`src/rtl/dvi_pkg.sv`:
```
// dvi_pkg: shared DVI pipeline widths, active-area defaults and pattern mode codes
package dvi_pkg;
  localparam int X_POS_W = 10;
  localparam int Y_POS_W = 10;
  localparam int COLOR_W = 8;
  localparam int H_ACTIVE_DEF = 640;
  localparam int V_ACTIVE_DEF = 480;
  typedef enum logic [2:0] {SOLID, COLOR_BARS, CHECKER, GRADIENT, BOUNCE_BOX} pattern_mode_t;
  function automatic pattern_mode_t next_mode(input pattern_mode_t m);
    return m == BOUNCE_BOX ? SOLID : pattern_mode_t'(m + 3'd1);
  endfunction
  function automatic pattern_mode_t to_mode(input logic [2:0] c);
    return c > 3'd4 ? SOLID : pattern_mode_t'(c);
  endfunction
endpackage

```
`src/rtl/bounce_pos.sv`:
```
// bounce_pos: one-axis position stepping each tick, clamping and reversing on touching 0 or LIMIT
module bounce_pos #(
  parameter int W = 10,
  parameter int LIMIT = 576,
  parameter int STEP = 4
) (
  input  logic         clk,
  input  logic         rst,
  input  logic         tick,
  output logic [W-1:0] pos
);
  logic dir;
  logic [W:0] up, dn;
  logic up_hit, dn_hit;
  always_comb begin
    up = {1'b0, pos} + (W+1)'(STEP);
    dn = {1'b0, pos} - (W+1)'(STEP);
    up_hit = up >= (W+1)'(LIMIT);
    dn_hit = dn[W] || dn == '0;
  end
  always_ff @(posedge clk)
    if (rst) begin
      pos <= '0;
      dir <= 1'b0;
    end else if (tick) begin
      pos <= dir ? (dn_hit ? '0 : dn[W-1:0]) : (up_hit ? W'(LIMIT) : up[W-1:0]);
      dir <= dir ? !dn_hit : up_hit;
    end
endmodule

```
`src/rtl/pattern_gen.sv`:
```
// pattern_gen: registered five-mode test-pattern generator; PATTERN_GEN_CROSSHAIR_EN adds a centre crosshair
module pattern_gen
  import dvi_pkg::*;
#(
  parameter int H_ACTIVE = H_ACTIVE_DEF,
  parameter int V_ACTIVE = V_ACTIVE_DEF,
  parameter int CHECK_LOG2 = 5,
  parameter int BOX_SIZE = 64,
  parameter int BOX_STEP = 4,
  parameter int AUTO_FRAMES = 120,
  parameter int INIT_MODE = 1,
  parameter logic [3*COLOR_W-1:0] SOLID_RGB = 24'h0000FF
) (
  input  logic               clk_i,
  input  logic               rst_i,
  input  logic [X_POS_W-1:0] x_i,
  input  logic [Y_POS_W-1:0] y_i,
  input  logic [2:0]         mode_i,
  input  logic               mode_valid_i,
  output logic               mode_ready_o,
  input  logic               auto_i,
  output logic [2:0]         mode_o,
  output logic               frame_tick_o,
  output logic [COLOR_W-1:0] red_o,
  output logic [COLOR_W-1:0] green_o,
  output logic [COLOR_W-1:0] blue_o
);
  localparam int CNT_W = $clog2(AUTO_FRAMES + 1);
  localparam logic [COLOR_W-1:0] ON = '1;
  localparam logic [COLOR_W-1:0] OFF = '0;
  localparam logic [COLOR_W-1:0] GREY = {1'b1, {(COLOR_W-1){1'b0}}};
  pattern_mode_t mode_q, pend_mode;
  logic pend_q, prev_zero, at_zero, tick, active, in_box, wrap;
  logic [CNT_W-1:0] cnt_q;
  logic [X_POS_W-1:0] box_x;
  logic [Y_POS_W-1:0] box_y;
  logic [2:0] bar;
  logic [3*COLOR_W-1:0] rgb, rgb_q;
  bounce_pos #(.W(X_POS_W), .LIMIT(H_ACTIVE - BOX_SIZE), .STEP(BOX_STEP)) u_box_x (
    .clk(clk_i), .rst(rst_i), .tick(tick), .pos(box_x)
  );
  bounce_pos #(.W(Y_POS_W), .LIMIT(V_ACTIVE - BOX_SIZE), .STEP(BOX_STEP)) u_box_y (
    .clk(clk_i), .rst(rst_i), .tick(tick), .pos(box_y)
  );
  always_comb begin
    at_zero = x_i == '0 && y_i == '0;
    tick = at_zero && !prev_zero;
    wrap = cnt_q == CNT_W'(AUTO_FRAMES - 1);
    active = x_i < X_POS_W'(H_ACTIVE) && y_i < Y_POS_W'(V_ACTIVE);
    bar = 3'(x_i / X_POS_W'(H_ACTIVE / 8));
    in_box = x_i >= box_x && y_i >= box_y
      && {1'b0, x_i} < {1'b0, box_x} + (X_POS_W+1)'(BOX_SIZE)
      && {1'b0, y_i} < {1'b0, box_y} + (Y_POS_W+1)'(BOX_SIZE);
    case (mode_q)
      COLOR_BARS: rgb = {{COLOR_W{~bar[1]}}, {COLOR_W{~bar[2]}}, {COLOR_W{~bar[0]}}};
      CHECKER:    rgb = {3{x_i[CHECK_LOG2] ^ y_i[CHECK_LOG2] ? ON : OFF}};
      GRADIENT:   rgb = {COLOR_W'(x_i), COLOR_W'(y_i), COLOR_W'(x_i) ^ COLOR_W'(y_i)};
      BOUNCE_BOX: rgb = {3{in_box ? ON : GREY}};
      default:    rgb = SOLID_RGB;
    endcase
`ifdef PATTERN_GEN_CROSSHAIR_EN
    if (x_i == X_POS_W'(H_ACTIVE / 2) || y_i == Y_POS_W'(V_ACTIVE / 2)) rgb = '1;
`endif
  end
  always_ff @(posedge clk_i)
    prev_zero <= at_zero;
  always_ff @(posedge clk_i)
    if (rst_i) begin
      mode_q <= to_mode(3'(INIT_MODE));
      pend_mode <= SOLID;
      pend_q <= 1'b0;
      cnt_q <= '0;
      frame_tick_o <= 1'b0;
      rgb_q <= '0;
    end else begin
      frame_tick_o <= tick;
      rgb_q <= active ? rgb : '0;
      if (tick && pend_q) begin
        mode_q <= pend_mode;
        cnt_q <= '0;
        pend_q <= 1'b0;
      end else begin
        if (tick && auto_i) begin
          cnt_q <= wrap ? '0 : cnt_q + CNT_W'(1);
          if (wrap) mode_q <= next_mode(mode_q);
        end
        if (mode_valid_i && !pend_q) begin
          pend_q <= 1'b1;
          pend_mode <= to_mode(mode_i);
        end
      end
    end
  assign mode_ready_o = !pend_q;
  assign mode_o = mode_q;
  assign {red_o, green_o, blue_o} = rgb_q;
endmodule
```
`config.mk`:
```
export PLATFORM = sky130hd
export DESIGN_NAME = pattern_gen
export DESIGN_NICKNAME = d
export VERILOG_FILES = /design/src/rtl/dvi_pkg.sv /design/src/rtl/bounce_pos.sv /design/src/rtl/pattern_gen.sv
export SDC_FILE = /design/constraint.sdc
export NUM_CORES = 1
export LEC_CHECK = 0
export CAP_MARGIN = 20
export CORE_MARGIN = 8
export CORE_UTILIZATION = 51
export DETAILED_ROUTE_END_ITERATION = 10
export PLACE_DENSITY_LB_ADDON = 0.08
export SYNTH_ARGS = -nofsm -noshare
export SYNTH_HDL_FRONTEND = slang
export SYNTH_SLANG_ARGS = --single-unit
```
`constraint.sdc`:
```
create_clock -name clk_i -period 2.3 [get_ports clk_i]
set_clock_uncertainty 0.1 [all_clocks]
set_input_delay 0.23 -clock clk_i [delete_from_list [all_inputs] [get_ports clk_i]]
set_output_delay 0.23 -clock clk_i [all_outputs]
set_load 0.05 [all_outputs]
```
==> flow_summary.json <==
{
  "yosys.area_share.simple_pct": 24.5,
  "arrival_ns": 2.54,
  "max_freq_ghz": 0.419,
  "die_h_um": 107,
  "grt_pass1_wl_um": 21200,
  "yosys.area.top_type": "dfxtp_1",
  "synth_adder_area_share_pct": 12.2,
  "ys_top_cells_by_count": "nand2_1, dfxtp_1, ha_1",
  "power.leakage_uw": 0.00239,
  "ys_seq_area_share_pct": 27.7,
  "reg2reg_slack_ns": -0.09,
  "grt_max_degree": 25,
  "drive_gt1_share_pct": 22.5,
  "place.gp.congestion": 0.900,
  "tritoncts": "done",
  "numCtsBuffers": 9,
  "dr_total_vias": 4696,
  "ant_nets": 0,
  "status": "finished with violations",
  "area_growth_pct": 42.2,
  "fin_crit_ns": 2.39,
  "root_buffer": "clkbuf_8",
  "avgRoutedWirePerCell_um": 18.1,
  "cp.required_ns": 2.45,
  "cts.htree.levels": 3,
  "synth-edff-count": 0,
  "fp-row-count": 33,
  "hold_ws_ns": 0.406,
  "yosysWarnings": 0,
  "critical_path.endpoint_type": "flop",
  "clkTransAtPathRegs_ns": 0.07,
  "cp-start-kind": "flop",
  "dp_hpwl_um": 10100,
  "synth.distinct_cells": 64,
  "place_area_um2": 5420,
  "die_x_um": 107,
  "nets": 732,
  "hold-path-cell-count": 2,
  "synthesis.area_um2": 4190,
  "drt_iter0_drc": 281,
  "finalMaxSlewViolations": 0,
  "synth_most_common_cell": "nand2_1",
  "relSlewSlack_pct": 49.9,
  "synth_top_family_by_area": "simple AND/OR/NAND/NOR gates",
  "ys_top_cells_by_area": "dfxtp_1, ha_1, nand2_1, a31oi_1, a21oi_1",
  "synth_mux_area_share_pct": 0.746,
  "setup_viol": 23,
  "synth_top_area_share_pct": 27.7,
  "gr-usage-all-layers_pct": 22.8,
  "wirelength_um": 14100,
  "dieArea_um2": 11400,
  "first_global_vias": 4331,
  "hold_class": "reg2reg",
  "timing_hold_violations_final": 0,
  "syn_avg_cell_area_um2": 7.82,
  "irDropWorstVdd_v": 0.000313,
  "diodes": 0,
  "synthCells": 536,
  "synth-seq-cells": 58,
  "final.setup.tns_ns": -0.766,
  "min_period_over_period_pct": 104,
  "path_max_fanout": 6,
  "synth_nets": 603,
  "critPathKind": "reg2reg",
  "ff2ff_path_depth": 11,
  "fill_cells": 605,
  "antenna_found_initial": 0,
  "clk_path_buf_depth": 2,
  "post-route-util_pct": 73.6,
  "powerDensity_nw_per_um2": 438,
  "synth-xor-area-share_pct": 5.43,
  "design_area_um2": 5960,
  "pre_cts_ws_ns": -0.183,
  "grt-ovfl-total": 0,
  "async_reset_ff_share_pct": 0,
  "synth-main-ff-cell": "dfxtp_1",
  "drc": 0,
  "dr.pass1.iters": 5,
  "coreArea_um2": 8090,
  "cts.sinks": 58,
  "cap_violations": 0,
  "io_pins": 56,
  "start_util_pct": 51.8,
  "clock_latency_ns": 0.34,
  "vias_per_cell": 6.06,
  "io_buffer_count": 55,
  "rsz0062_at_grt": "true",
  "synth-compound-area-share_pct": 23.6,
  "fin_ws_ns": -0.0877,
  "worstMarginPinSlew_ns": 0.751,
  "violations": "negative setup slack"
}
[timing repair]
| item | CTS | global route |
|---|---|---|
| cloned | 0 | 3 |
| buffers inserted | 0 | 4 |
| hold buffers | 0 | 0 |
| hold endpoints to repair | 0 | 0 |
| setup endpoints to repair | 22 | 34 |
| pin swaps | 0 | 11 |
| gates resized for setup | 6 | 33 |
[through the flow]
| stage | total power (uW) | std cells |
|---|---|---|
| floorplan | 1310 | 536 |
| global placement | 1510 | 752 |
| detailed placement | 1520 | 752 |
| CTS | 2570 | 768 |
| global route | 2710 | 775 |
| finish | 2610 | 775 |
[sequential cells by signal, summed over array words and instances, names as in the netlist, 3 cells and up]
name         count
rgb_q           24
cnt_q            7
pend_mode        3
u_box_x.pos      8
u_box_y.pos      8
mode_o           3
[power by group]
group          switching, uW  internal [uW]  total [uW]  leakage (uW)
sequential              16.5           1030        1040      0.000474
clock                    442            636        1080      0.000109
combinational            283            207         490       0.00180
total                    742           1870        2610       0.00239
[placed cells by master (no fill, tap or decap), types with 12 or more instances in the layout]
master / count
o21ai_0: 24
buf_4: 88
ha_1: 36
nand3_1: 14
nand4_1: 15
nor2_1: 35
clkdlybuf4s50_1: 55
inv_1: 26
a31oi_1: 30
nand2_1: 60
a21oi_1: 29
dfxtp_1: 52
xnor2_1: 12
[kinds of logic after synthesis]
group / Yosys count
buffers and inverters: 61
adders and majority gates: 41
muxes: 3
xor gates and xnor gates: 26
DFF: 58
AOI/OAI and AO/OA: 151
and+or+nand+nor: 196
[critical path, cell delays in order, from the launching register on]
cell     delay, ns
dfxtp_2       0.33
buf_6         0.11
ha_2          0.18
xnor2_2       0.13
ha_1          0.29
nor2b_1       0.14
o31ai_1       0.26
and3_1        0.19
nand4_1       0.09
buf_6         0.16
buf_12        0.13
a31oi_1       0.17
[cell type report]
class | instances | area [um2] | area share, %
Clock inverter | 5 | 77.6 | 1.30
Timing Repair Buffer | 150 | 1340 | 22.4
Tap cell | 105 | 131 | 2.20
Clock buffer | 11 | 141 | 2.37
Inverter | 29 | 109 | 1.83
Multi-Input combinational cell | 417 | 2990 | 50.2
Sequential cell | 58 | 1170 | 19.7
[path summary, 6_finish.rpt]
kind             startpoint        end
min reg2reg        cnt_q[1]   cnt_q[1]
max reg2reg  u_box_y.pos[7]  rgb_q[14]
min                cnt_q[1]   cnt_q[1]
max          u_box_y.pos[7]  rgb_q[14]
[routing by layer]
layer / vias to the layer above / global-route usage [%] / share of wire (%)
li1: 2236 / - / -
met1: 2206 / 28.4 / 42
met2: 215 / 36.5 / 47
met3: 39 / 5.16 / 7.2
met4: 0 / 10.9 / 3.3
met5: - / 0 / 0
No activity file was read; power rests on OpenSTA's default activity.
